--- src/rtl/load_data.sv ---
// Packs tagged 32-bit input words into rate-sized ASCON blocks and applies 10* padding.
// The optional protocol checker is enabled with the LOAD_DATA_PROTO_CHECK_EN macro.
module load_data #(
    parameter int unsigned RATE_WORDS_MAX = 4,
    parameter logic [7:0]  PAD_BYTE       = 8'h80
) (
    input  logic                          clk_i,
    input  logic                          rst_i,
    input  logic                          clr_i,
    input  logic [2:0]                    run_mode_i,
    input  logic                          bdi_valid_i,
    output logic                          bdi_ready_o,
    input  logic [31:0]                   bdi_data_i,
    input  logic [3:0]                    bdi_vld_byte_i,
    input  logic [2:0]                    bdi_type_i,
    input  logic                          bdi_last_i,
    output logic                          blk_valid_o,
    input  logic                          blk_ready_i,
    output logic [32*RATE_WORDS_MAX-1:0]  blk_data_o,
    output logic [4*RATE_WORDS_MAX-1:0]   blk_vld_byte_o,
    output logic [2:0]                    blk_type_o,
    output logic                          blk_last_o,
    output logic                          err_o
);

    localparam int unsigned DW         = 32 * RATE_WORDS_MAX;
    localparam int unsigned VW         = 4 * RATE_WORDS_MAX;
    localparam logic [2:0]  ASCON_128A = 3'd2;
    localparam logic [2:0]  D_NULL     = 3'd0;

    typedef enum logic [1:0] {
        S_FILL   = 2'd0,
        S_HOLD   = 2'd1,
        S_PADBLK = 2'd2
    } state_t;

    state_t          r_state;
    state_t          w_state_next;
    logic [1:0]      r_word_cnt;
    logic            r_rate4;
    logic            r_extra;
    logic [DW-1:0]   r_data;
    logic [VW-1:0]   r_vld;
    logic [2:0]      r_type;
    logic            r_last;

    logic            w_accept;
    logic            w_first;
    logic            w_rate4;
    logic            w_last_slot;
    logic            w_close;
    logic            w_full;
    logic            w_extra;
    logic [1:0]      w_phys;
    logic [1:0]      w_phys_nxt;
    logic [31:0]     w_mask;
    logic [31:0]     w_pad_in;
    logic [31:0]     w_word;
    logic [31:0]     w_pad_slot;
    logic [DW-1:0]   w_data_next;
    logic [VW-1:0]   w_vld_next;
    logic [DW-1:0]   w_pad_blk;

    assign w_accept    = bdi_valid_i & (r_state == S_FILL);
    assign w_first     = (r_word_cnt == 2'd0);
    assign w_rate4     = w_first ? (run_mode_i == ASCON_128A) : r_rate4;
    assign w_last_slot = w_rate4 ? (r_word_cnt == 2'd3) : (r_word_cnt == 2'd1);
    assign w_close     = bdi_last_i | w_last_slot;
    assign w_extra     = bdi_last_i & w_full & w_last_slot;
    // Slot k lands at physical word (rate-1-k) so the first word sits at the block MSBs.
    assign w_phys      = w_rate4 ? (2'd3 - r_word_cnt) : (2'd1 - r_word_cnt);
    assign w_phys_nxt  = w_phys - 2'd1;
    assign w_mask      = {{8{bdi_vld_byte_i[3]}}, {8{bdi_vld_byte_i[2]}},
                          {8{bdi_vld_byte_i[1]}}, {8{bdi_vld_byte_i[0]}}};

    // Decode where the pad byte falls inside a partial closing word.
    always_comb begin
        w_full   = 1'b0;
        w_pad_in = 32'h0;
        case (bdi_vld_byte_i)
            4'hF:    w_full   = 1'b1;
            4'hE:    w_pad_in = {24'h0, PAD_BYTE};
            4'hC:    w_pad_in = {16'h0, PAD_BYTE, 8'h0};
            4'h8:    w_pad_in = {8'h0, PAD_BYTE, 16'h0};
            default: w_full   = 1'b1;
        endcase
    end

    // Merge the accepted word (and a following pad word) into the block image.
    always_comb begin
        w_word      = (bdi_data_i & w_mask) | (bdi_last_i ? w_pad_in : 32'h0);
        w_pad_slot  = (bdi_last_i && w_full && !w_last_slot) ? {PAD_BYTE, 24'h0} : 32'h0;
        w_data_next = (w_first ? {DW{1'b0}} : r_data)
                    | ({{(DW-32){1'b0}}, w_word} << {w_phys, 5'd0})
                    | ({{(DW-32){1'b0}}, w_pad_slot} << {w_phys_nxt, 5'd0});
        w_vld_next  = (w_first ? {VW{1'b0}} : r_vld)
                    | ({{(VW-4){1'b0}}, bdi_vld_byte_i} << {w_phys, 2'd0});
        w_pad_blk   = {{(DW-8){1'b0}}, PAD_BYTE} << (r_rate4 ? 7'd120 : 7'd56);
    end

    // State register.
    always_ff @(posedge clk_i) begin
        if (rst_i || clr_i) begin
            r_state <= S_FILL;
        end else begin
            r_state <= w_state_next;
        end
    end

    // Next-state logic.
    always_comb begin
        w_state_next = r_state;
        case (r_state)
            S_FILL:   w_state_next = (w_accept && w_close) ? S_HOLD : S_FILL;
            S_HOLD:   w_state_next = blk_ready_i ? (r_extra ? S_PADBLK : S_FILL) : S_HOLD;
            S_PADBLK: w_state_next = S_HOLD;
            default:  w_state_next = S_FILL;
        endcase
    end

    // Handshake outputs decoded from the state register.
    always_comb begin
        bdi_ready_o = 1'b0;
        blk_valid_o = 1'b0;
        case (r_state)
            S_FILL:   bdi_ready_o = 1'b1;
            S_HOLD:   blk_valid_o = 1'b1;
            S_PADBLK: blk_valid_o = 1'b0;
            default:  bdi_ready_o = 1'b0;
        endcase
    end

    // Block register, word counter and per-block attributes.
    always_ff @(posedge clk_i) begin
        if (rst_i || clr_i) begin
            r_word_cnt <= 2'd0;
            r_rate4    <= 1'b0;
            r_extra    <= 1'b0;
            r_data     <= {DW{1'b0}};
            r_vld      <= {VW{1'b0}};
            r_type     <= D_NULL;
            r_last     <= 1'b0;
        end else begin
            case (r_state)
                S_FILL: begin
                    if (w_accept) begin
                        r_data     <= w_data_next;
                        r_vld      <= w_vld_next;
                        r_rate4    <= w_rate4;
                        r_type     <= w_first ? bdi_type_i : r_type;
                        r_word_cnt <= w_close ? 2'd0 : (r_word_cnt + 2'd1);
                        r_last     <= w_close & bdi_last_i & ~w_extra;
                        r_extra    <= w_extra;
                    end
                end
                S_PADBLK: begin
                    r_data  <= w_pad_blk;
                    r_vld   <= {VW{1'b0}};
                    r_last  <= 1'b1;
                    r_extra <= 1'b0;
                end
                default: begin
                    r_data <= r_data;
                end
            endcase
        end
    end

    assign blk_data_o     = r_data;
    assign blk_vld_byte_o = r_vld;
    assign blk_type_o     = r_type;
    assign blk_last_o     = r_last;

`ifdef LOAD_DATA_PROTO_CHECK_EN
    logic r_err;
    logic w_vld_bad;

    // Only MSB-aligned byte-valid patterns are legal.
    always_comb begin
        w_vld_bad = 1'b1;
        case (bdi_vld_byte_i)
            4'hF, 4'hE, 4'hC, 4'h8: w_vld_bad = 1'b0;
            default:                w_vld_bad = 1'b1;
        endcase
    end

    // Sticky protocol error flag.
    always_ff @(posedge clk_i) begin
        if (rst_i || clr_i) begin
            r_err <= 1'b0;
        end else if (w_accept && (w_vld_bad ||
                                  ((bdi_vld_byte_i != 4'hF) && !bdi_last_i) ||
                                  (!w_first && (bdi_type_i != r_type)))) begin
            r_err <= 1'b1;
        end else begin
            r_err <= r_err;
        end
    end

    assign err_o = r_err;
`else
    assign err_o = 1'b0;
`endif

endmodule

--- config.mk ---
export PLATFORM = sky130hd
export DESIGN_NAME = load_data
export DESIGN_NICKNAME = d
export VERILOG_FILES = /design/src/rtl/load_data.sv
export SDC_FILE = /design/constraint.sdc
export NUM_CORES = 1
export LEC_CHECK = 0
export BUFFER_PORTS_ARGS = -buffer_cell sky130_fd_sc_hd__buf_2
export CAP_MARGIN = 20
export CORE_ASPECT_RATIO = 0.9
export CORE_MARGIN = 3
export CORE_UTILIZATION = 25
export DETAILED_ROUTE_END_ITERATION = 12
export SYNTH_ARGS = -nofsm -noshare
export SYNTH_HDL_FRONTEND = slang
export SYNTH_SLANG_ARGS = --single-unit
--- constraint.sdc ---
create_clock -name clk_i -period 3.35 [get_ports clk_i]
set_input_delay 0.67 -clock clk_i [delete_from_list [all_inputs] [get_ports clk_i]]
set_output_delay 0.67 -clock clk_i [all_outputs]
set_load 0.03 [all_outputs]
==> metrics, run 1 <==
CP max FO=16; slowest library cell on the worst path=a21oi_2; Wirelength per Cell=17.9 um; largest net degree at the start of global routing=58; Synth Flop Type=dfxtp_1; worst-case clock buffer depth=2; met3 wire length=1640 um; Core Region=22000 sq um; hold path cells=2; NetSw=0.974 mW; cts repair resizes=0; TritonCTS clock tree=yes; Setup Buffers After CTS=0; Clock power frac=0.492; first-pass GRT wire length=28100 um; total CTS buffers=17; initial antenna violation count=0; Post-synth EDFFs=0; Ys Warns=0; synthesized area=5660 sq um; Int Power=3.23 mW; clock latency on the worst-skew pair=approximately 0.41 ns; Worst Setup Start Kind=flop; io pins=199; DIE AREA=around 24000 sq um; Post-Synth Adder-Cell Area=0.00663; power density over the cells=556 nW/um^2; clock slew at reported path FFs=0.06 ns; Worst Max-Slew Pin Slew=between 1 and 1.5 ns; cell count after synthesis=550; Highest Clock Rate=around 330 MHz; largest family of logic cells by synthesized area=compound AO/OA/AOI/OAI gates; Comb power frac=0.066; Fin Setup TNS=0 ns; first drt pass iteration count=5; metal2 WL=a little over 8000 um; simple-gate share of the synthesized area=0.114; WL final=18500 um; Die Wd=165 um; Die Height=149 um; Inserted Diodes=0; Flop pwr share=0.442; unique cell type count in the Yosys netlist=52; vias in the first global route=4862; drc violations=0; GR Util All Layers=0.147; Slew Limit Fails=0; # fillers=2300; hold path start=r_extra$_SDFFE_PP0P_; post-synthesis mux area share=0; Max Cap Viol=0; RR Startpoint=r_word_cnt[0]$_SDFFE_PP0P_; Max Used Layer=met4; H-tree levels=4; final worst path period need=between 3 and 4 ns; commonest non-fill, non-tap cell in the layout=buf_2; clk root buf=clkbuf_16; vias per std cell=4.95; layout net count=786; Setup WS post-layout=0.340 ns; Port Buffers=197; grt total ovfl=0; R2R depth=7; RSZ-0062 raised after global routing=false; Final Setup Violations=0; maximum vdd drop=approximately 0.29 mV; sw frac=0.232; worst setup path class=reg -> reg; layout cells sized above 1=0.344; Synth Area per Inst=slightly above 10 sq um; Synth-to-Final Area Change=33.7%; Required @ worst endpoint=3.70 ns; critical path, cell by cell=inv_1 -> ha_1 -> buf_4 -> nand4bb_1 -> nand3_2 -> a21oi_2 -> a32o_1; sequential share of the synthesized area=0.545; commonest non-fill, non-tap cells in the layout=buf_2, dfxtp_1, a32o_1; starting DRC count in detailed routing=465; R2R Setup Slk=0.34 ns; status=completed; Starting Density=0.258; cts hold-fix bufs=0; asr flop ratio synth=0; XOR/XNOR Fraction of Synth Area=0; Synth Area in Compound Gates=0.289; Hold WC Path Type=reg -> reg; period utilisation layout=0.899; Max stage delay on crit path=0.84 ns; CP Capture Type=flop; Place WS=0.406 ns; flop and latch count out of synthesis=roughly 150; Worst Hold Endpoint=r_state[1]$_SDFF_PP0_; Synth Net Count=601; share of the synthesized area in the top cell type=0.545; Final Hold Fails=0; Worst Skew=~0.0056 ns; row count=51; hpwl dp=13000 um; FF-to-FF End=blk_data_o[41]$_SDFFE_PP0P_; routability cong.=0.831; met1 wire length=between 8000 and 9000 um; Final ANT Viol Nets=0; vias=5138; Synth area leader=dfxtp_1; number of clock sinks=154; CP arrival=3.36 ns; Rel. slew slack=0.333; Lkg Pwr=3.19 nW; top post-synthesis cells by area=dfxtp_1, a32o_1, o2bb2ai_1
critical path: cells and delay by family (launching register included):
kind,cells,cell delay [ns]
compound gates,2,1.12
simple gates,2,0.69
flops,1,0.47
buf+inv,2,0.34
fa+ha+maj,1,0.32
worst max path at each step:
stage,startpoint,to,depth (start not counted)
6_report,r_word_cnt[0]$_SDFFE_PP0P_,blk_data_o[41]$_SDFFE_PP0P_,7
5_1_grt,r_word_cnt[0]$_SDFFE_PP0P_,blk_data_o[40]$_SDFFE_PP0P_,7
4_1_cts,r_word_cnt[0]$_SDFFE_PP0P_,blk_data_o[41]$_SDFFE_PP0P_,7
3_5_place_dp,r_word_cnt[0]$_SDFFE_PP0P_,blk_data_o[40]$_SDFFE_PP0P_,7
3_3_place_gp,r_word_cnt[1]$_SDFFE_PP0P_,blk_data_o[52]$_SDFFE_PP0P_,7
2_1_floorplan,r_word_cnt[1]$_SDFFE_PP0P_,blk_data_o[120]$_SDFFE_PP0P_,11
power by group through the flow:
stage / sequential [mW] / combinational, mW / clock, mW
finish: 1.86 / 0.276 / 2.07
global placement: 1.90 / 0.277 / 0
CTS: 1.86 / 0.277 / 2.13
detailed placement: 1.90 / 0.277 / 0
floorplan: 1.93 / 0.136 / 0
global route: 1.86 / 0.302 / 2.20
stage by stage:
step	hold WS (ns)	cells	area [sq um]	utilization	total power [mW]
final	0.437	1038	7570	0.345	4.21
after global routing	0.465	1038	7570	0.345	4.37
after CTS	0.436	1037	7560	0.344	4.27
after detailed placement	0.430	1006	6920	0.315	2.18
after global placement	0.427	1006	6920	0.315	2.18
after floorplan	0.414	550	5660	-	2.07
layer usage:
metal	global-route usage	vias to the layer above
met5	0	-
met4	0.0369	0
met3	0.0497	11
met2	0.225	203
met1	0.200	2457
li1	-	2467
logic make-up (layout without fill, tap and decap cells):
logic type,after synthesis,in the layout
simple gates,126,126
buf+inv,54,251
flops,154,154
other cells,1,1
compound gates,212,212
fa+ha+maj,3,3
flip-flops by register name (all words and copies together), names as in the netlist:
signal,flops
blk_data_o,128
r_word_cnt,2
blk_vld_byte_o,16
blk_last_o,1
blk_type_o,3
r_rate4,1
r_state,2
r_extra,1
synthesized netlist by cell type, drive strengths merged (2+ instances only):
| cell type | n |
|---|---|
| a21oi | 45 |
| o2bb2ai | 28 |
| buf | 25 |
| and2 | 4 |
| dfxtp | 154 |
| a211oi | 11 |
| nand2 | 56 |
| clkbuf | 23 |
| a221oi | 2 |
| nand4bb | 2 |
| nand3 | 9 |
| a22o | 13 |
| o21ai | 31 |
| ha | 3 |
| o211ai | 5 |
| nor3 | 7 |
| nand2b | 7 |
| nor2 | 18 |
| a32o | 64 |
| inv | 5 |
| and3 | 4 |
| nor2b | 2 |
| a311oi | 2 |
| or2 | 2 |
| nor4 | 5 |
| nand4 | 4 |
| o41ai | 3 |
| a31oi | 3 |
layout make-up:
| type | count | area (sq um) | area share |
|---|---|---|---|
| Sequential cell | 154 | 3080 | 0.407 |
| Clock buffer | 21 | 470 | 0.0622 |
| Multi-Input combinational cell | 342 | 2340 | 0.309 |
| Inverter | 6 | 22.5 | 0.00298 |
| Tap cell | 291 | 364 | 0.0481 |
| Timing Repair Buffer | 214 | 1130 | 0.149 |
| Clock inverter | 10 | 165 | 0.0218 |
No activity file was read; power rests on OpenSTA's default activity.
==> run 2: changes to the inputs <==
CTS_BUF_LIST = sky130_fd_sc_hd__clkbuf_4 sky130_fd_sc_hd__clkbuf_8   (was not set)
==> run 2 against run 1 <==
  * Cell count unchanged
  * Largest power group is now registers
  * Wire length is 0.44% lower
  * Via count up 0.27%
  * Global-route usage is the same
==> metrics, run 2 (synthesis results as in run 1) <==
FF-to-FF End=blk_data_o[41]$_SDFFE_PP0P_; Hold WC Path Type=reg -> reg; Worst Setup Start Kind=flop; clock slew at reported path FFs=0.08 ns (+0.02 ns); row count=51 (unchanged); Worst Hold Endpoint=r_state[1]$_SDFF_PP0_; Starting Density=0.258 (unchanged); hold path cells=2 (unchanged); Highest Clock Rate=330 MHz (-0.69%); layout net count=786 (unchanged); met1 Resource Use GR=0.200 (+0.000345); drc violations=0 (unchanged); total CTS buffers=17 (unchanged); Final Hold Fails=0 (unchanged); power density over the cells=503 nW/um^2 (-9.5%); clock latency on the worst-skew pair=0.44 ns (+0.03 ns); Core Region=22000 sq um (unchanged); GR Util All Layers=0.147 (unchanged); Flop pwr share=0.500 (+0.058); WL final=18500 um (-0.44%); Final ANT Viol Nets=0 (unchanged); Int Power=2.80 mW (-13%); PnR Total Power=3.72 mW (-12%); first-pass GRT wire length=28000 um (-0.27%); Worst Max-Slew Pin Slew=1.00 ns (-0.000762 ns); Fin Hold WS=0.440 ns (+0.00220 ns); vias in the first global route=4858 (-0.082%); Rel. slew slack=0.333 (+0.000508); cts hold-fix bufs=0 (unchanged); final worst path period need=3.03 ns (+0.0209 ns); M2 GR Usage=0.223 (-0.00165); Worst Skew=0.00752 ns (+0.00188 ns); DIE AREA=24500 sq um (unchanged); Clock power frac=0.426 (-0.066); Port Buffers=197 (unchanged); Slew Limit Fails=0 (unchanged); grt total ovfl=0 (unchanged); Final Setup Violations=0 (unchanged); hpwl dp=13000 um (unchanged); GR Util met3=0.0505 (+0.000833); clk root buf=clkbuf_8; worst setup path class=reg -> reg; CP max FO=16 (unchanged); GRT busiest layer=met2; R2R Setup Slk=0.32 ns (-0.02 ns); commonest non-fill, non-tap cell in the layout=buf_2; Die Wd=165 um (unchanged); final instance area=7390 sq um (-2.4%); vias per std cell=4.96 (+0.27%); commonest non-fill, non-tap cells in the layout=buf_2, dfxtp_1, a32o_1; H-tree levels=4 (unchanged); largest net degree at the start of global routing=58 (unchanged); Die Height=149 um (unchanged); Inserted Diodes=0 (unchanged); io pins=199 (unchanged); period utilisation layout=0.905 (+0.00623); number of clock sinks=154 (unchanged); maximum vdd drop=0.235 mV (-18%); vias=5152 (+0.27%); initial antenna violation count=0 (unchanged); CP arrival=3.42 ns (+0.06 ns); CP Capture Type=flop; dpl cell area=6920 sq um (unchanged); starting DRC count in detailed routing=482 (+3.7%); R2R depth=7 (unchanged); TritonCTS clock tree=yes; Max Cap Viol=0 (unchanged); routability cong.=0.831 (unchanged); Fin Setup TNS=0 ns (unchanged); NetSw=0.913 mW (-6.2%); Place WS=0.406 ns (unchanged); RR Startpoint=r_word_cnt[0]$_SDFFE_PP0P_; max FFs per register=128 (unchanged); crit path from=r_word_cnt[0]$_SDFFE_PP0P_; layout cells sized above 1=0.345 (+0.00134); worst-case clock buffer depth=2 (unchanged); cts repair resizes=0 (unchanged); Wirelength per Cell=17.8 um (-0.44%); Lkg Pwr=3.11 nW (-2.6%); sw frac=0.246 (+0.0142); Synth-to-Final Area Change=30.5%; Required @ worst endpoint=3.74 ns (+0.04 ns); hold path start=r_extra$_SDFFE_PP0P_; Setup Buffers After CTS=0 (unchanged); RSZ-0062 raised after global routing=false; first drt pass iteration count=5 (unchanged); Setup WS post-layout=0.319 ns (-0.0209 ns); Comb power frac=0.075 (+0.009); status=completed
run 2: cell types whose count changed in the layout (fill, tap and decap cells not counted):
cell and change:
clkbuf_16 -17, clkbuf_1 -1, buf_4 -1, clkbuf_4 +1, clkbuf_8 +18
run 2: layout make-up:
class	instances	area (sq um)
Clock inverter	10	165
Inverter	6	22.5
Clock buffer	21	283
Timing Repair Buffer	214	1130
Fill cell	2322	14600
Multi-Input combinational cell	342	2340
Sequential cell	154	3080
Tap cell	291	364
run 2: worst max path at each step:
stage / depth (start not counted) / to / slack (ns)
6_report: 7 / blk_data_o[41]$_SDFFE_PP0P_ / 0.32
5_1_grt: 7 / blk_data_o[40]$_SDFFE_PP0P_ / 0.1
4_1_cts: 7 / blk_data_o[41]$_SDFFE_PP0P_ / 0.35
3_5_place_dp: 7 / blk_data_o[40]$_SDFFE_PP0P_ / 0.41
3_3_place_gp: 7 / blk_data_o[52]$_SDFFE_PP0P_ / 0.55
2_1_floorplan: 11 / blk_data_o[120]$_SDFFE_PP0P_ / 1.03
run 2: critical path, cell delays in order (launching register included):
cell and delay [ns]:
dfxtp_1 0.48, inv_1 0.16, ha_1 0.32, buf_4 0.18
nand4bb_1 0.36, nand3_2 0.34, a21oi_2 0.85, a32o_1 0.28
run 2: stage by stage:
stage	cells	util
after floorplan	550	-
after global placement	1006	0.315
after detailed placement	1006	0.315
after CTS	1037	0.336
after global routing	1038	0.336
final	1038	0.336
run 2: power groups by stage:
| stage | Combinational, mW | Sequential [mW] | Clock (mW) |
|---|---|---|---|
| after global placement | 0.277 | 1.90 | 0 |
| after global routing | 0.303 | 1.86 | 1.71 |
| after floorplan | 0.136 | 1.93 | 0 |
| after CTS | 0.277 | 1.86 | 1.64 |
| after detailed placement | 0.277 | 1.90 | 0 |
| final | 0.277 | 1.86 | 1.58 |
run 2: per-layer routing:
layer	part of all wire	vias to the layer above	wire [um]
li1	-	2469	-
met1	0.46	2467	8460
met2	0.45	203	8220
met3	0.086	13	1590
met4	0.011	0	196
met5	0	-	0
==> run 3: changes to the inputs <==
clock period = 2.72 ns   (was 3.35 ns; I/O delays follow)
==> run 3 against run 2 <==
  * Non-clock buffer count grew 18
  * Sequential share of layout area decreased by 0.50 points
  * Global-route usage rose by 0.32 points
  * Sequential power increased by 23%
  * Combinational power is 29% higher
  * Register-to-register slack got worse by 0.03 ns
  * Count of clock-buffer cells in the layout increased by 1
  * Wire length grew 2.6%
  * Clock skew rose by 0.010 ns
==> metrics, run 3 (synthesis results as in run 1) <==
status=completed; row count=51 (unchanged); critical path, cell by cell=inv_1 -> ha_1 -> buf_4 -> nand2b_1 -> a21oi_1 -> buf_4 -> nor3_2 -> buf_4 -> a32o_1; final worst path period need=2.43 ns (-0.602 ns); Layout Cells excl Fill=1057 (+1.8%); period utilisation layout=0.893 (-0.0119); Slew Limit Fails=0 (unchanged); Worst Max-Slew Pin Slew=0.626 ns (-0.374 ns); Starting Density=0.258 (unchanged); hpwl dp=13500 um (+3.8%); Wirelength per Cell=17.9 um (+0.78%); Required @ worst endpoint=3.06 ns (-0.68 ns); Lkg Pwr=3.19 nW (+2.4%); GR Util All Layers=0.150 (+0.00318); layout cells sized above 1=0.364 (+0.0188); vias per std cell=5.00 (+0.79%); grt total ovfl=0 (unchanged); largest net degree at the start of global routing=55 (-5.2%); layout net count=804 (+2.3%); placed cell count=1025 (+1.9%); vias=5288 (+2.6%); Worst Skew=0.0175 ns (+0.0100 ns); met3 wire length=1640 um (+3.1%); drc violations=0 (unchanged); commonest non-fill, non-tap cell in the layout=buf_2; RSZ-0062 raised after global routing=false; Die Wd=165 um (unchanged); dpl cell area=7070 sq um (+2.1%); Highest Clock Rate=412 MHz (+25%); R2R depth=9 (+2); vias in the first global route=4906 (+0.99%); Port Buffers=197 (unchanged); maximum vdd drop=0.302 mV (+29%); metal2 WL=8320 um (+1.2%); Final Util=0.341 (+0.00410); clk root buf=clkbuf_8; worst setup path class=reg -> reg; max FFs per register=128 (unchanged); initial antenna violation count=0 (unchanged); Core Region=22000 sq um (unchanged); Worst Setup Start Kind=flop; first drt pass iteration count=5 (unchanged); Fin Hold WS=0.338 ns (-0.102 ns); Inserted Diodes=0 (unchanged); io pins=199 (unchanged); final instance area=7480 sq um (+1.2%); CP dominant cell by count=buf_4; CP arrival=2.77 ns (-0.65 ns); CP max FO=16 (unchanged); routability cong.=0.848 (+2.1%); power density over the cells=590 nW/um^2 (+17%); number of clock sinks=154 (unchanged); WL final=18900 um (+2.6%); DIE AREA=24500 sq um (unchanged); Max Used Layer=met4; Rel. slew slack=0.582 (+0.249); clock slew at reported path FFs=0.08 ns (about the same); CP Capture Type=flop; Die Height=149 um (unchanged); Final Setup Violations=0 (unchanged); Fin Setup TNS=0 ns (unchanged); TritonCTS clock tree=yes; Hold WC Path Type=in -> reg; commonest non-fill, non-tap cells in the layout=buf_2, dfxtp_1, a32o_1; worst-case clock buffer depth=2 (unchanged); starting DRC count in detailed routing=467 (-3.1%); H-tree levels=4 (unchanged); Max stage delay on crit path=0.47 ns (-0.38 ns); first-pass GRT wire length=28500 um (+1.8%); Max Cap Viol=0 (unchanged); clock latency on the worst-skew pair=0.45 ns (about the same); Final ANT Viol Nets=0 (unchanged); hold path cells=3 (+1); slowest library cell on the worst path=dfxtp_1; Final Hold Fails=0 (unchanged); Synth-to-Final Area Change=32.1%; met1 wire length=8660 um (+2.4%); total CTS buffers=17 (unchanged)
-- run 3: changes by cell type in the layout (fill, tap and decap cells not counted), moves of 2 or more --
cell / before / now
buf_4: 15 / 34
clkinv_2: 1 / 4
bufinv_16: 4 / 2
clkbuf_4: 1 / 3
clkbuf_8: 21 / 19
clkinvlp_4: 3 / 1
inv_6: 1 / 3
-- run 3: worst max-delay path: cells and delay by family (launching register included) --
family          cells  cell delay (ns)
buf+inv             4             0.76
compound gates      2             0.53
flops               1             0.47
fa+ha+maj           1             0.28
simple gates        2             0.27
-- run 3: what timing repair did --
item,in CTS,in global routing
buffers inserted,0,0
endpoints found under the setup margin,0,27
hold buffers,0,0
gates resized for setup,0,3
-- run 3: final cells by class --
class / instances / area, sq um
Multi-Input combinational cell: 342 / 2350
Tap cell: 291 / 364
Inverter: 6 / 22.5
Timing Repair Buffer: 232 / 1260
Sequential cell: 154 / 3080
Clock inverter: 10 / 114
Fill cell: 2313 / 14500
Clock buffer: 22 / 284
-- run 3: stage by stage --
stage | power, mW | setup WS, ns
detailed placement | 2.70 | 0.182
CTS | 4.48 | 0.154
floorplan | 2.54 | 0.397
global route | 4.61 | 0.0888
global placement | 2.70 | 0.258
finish | 4.41 | 0.291
-- run 3: report_power, final --
group | switching [mW] | internal (mW) | total, mW | leakage (nW)
clock | 0.872 | 0.898 | 1.77 | 0.208
combinational | 0.250 | 0.106 | 0.356 | 1.74
sequential | 0.0141 | 2.27 | 2.29 | 1.24
-- run 3: path summary, 6_finish.rpt --
path                                   start                           end  slack [ns]
setup / recovery  r_word_cnt[0]$_SDFFE_PP0P_  blk_data_o[113]$_SDFFE_PP0P_        0.29
setup reg to reg  r_word_cnt[0]$_SDFFE_PP0P_  blk_data_o[113]$_SDFFE_PP0P_        0.29
hold / removal                   blk_ready_i         r_state[1]$_SDFF_PP0_        0.34
hold reg to reg         r_extra$_SDFFE_PP0P_         r_state[1]$_SDFF_PP0_        0.44
-- run 3: routing by layer --
layer | GRT usage | vias to the layer above
met5 | 0 | -
li1 | - | 2510
met3 | 0.0552 | 20
met1 | 0.203 | 2536
met4 | 0.0432 | 0
met2 | 0.225 | 222
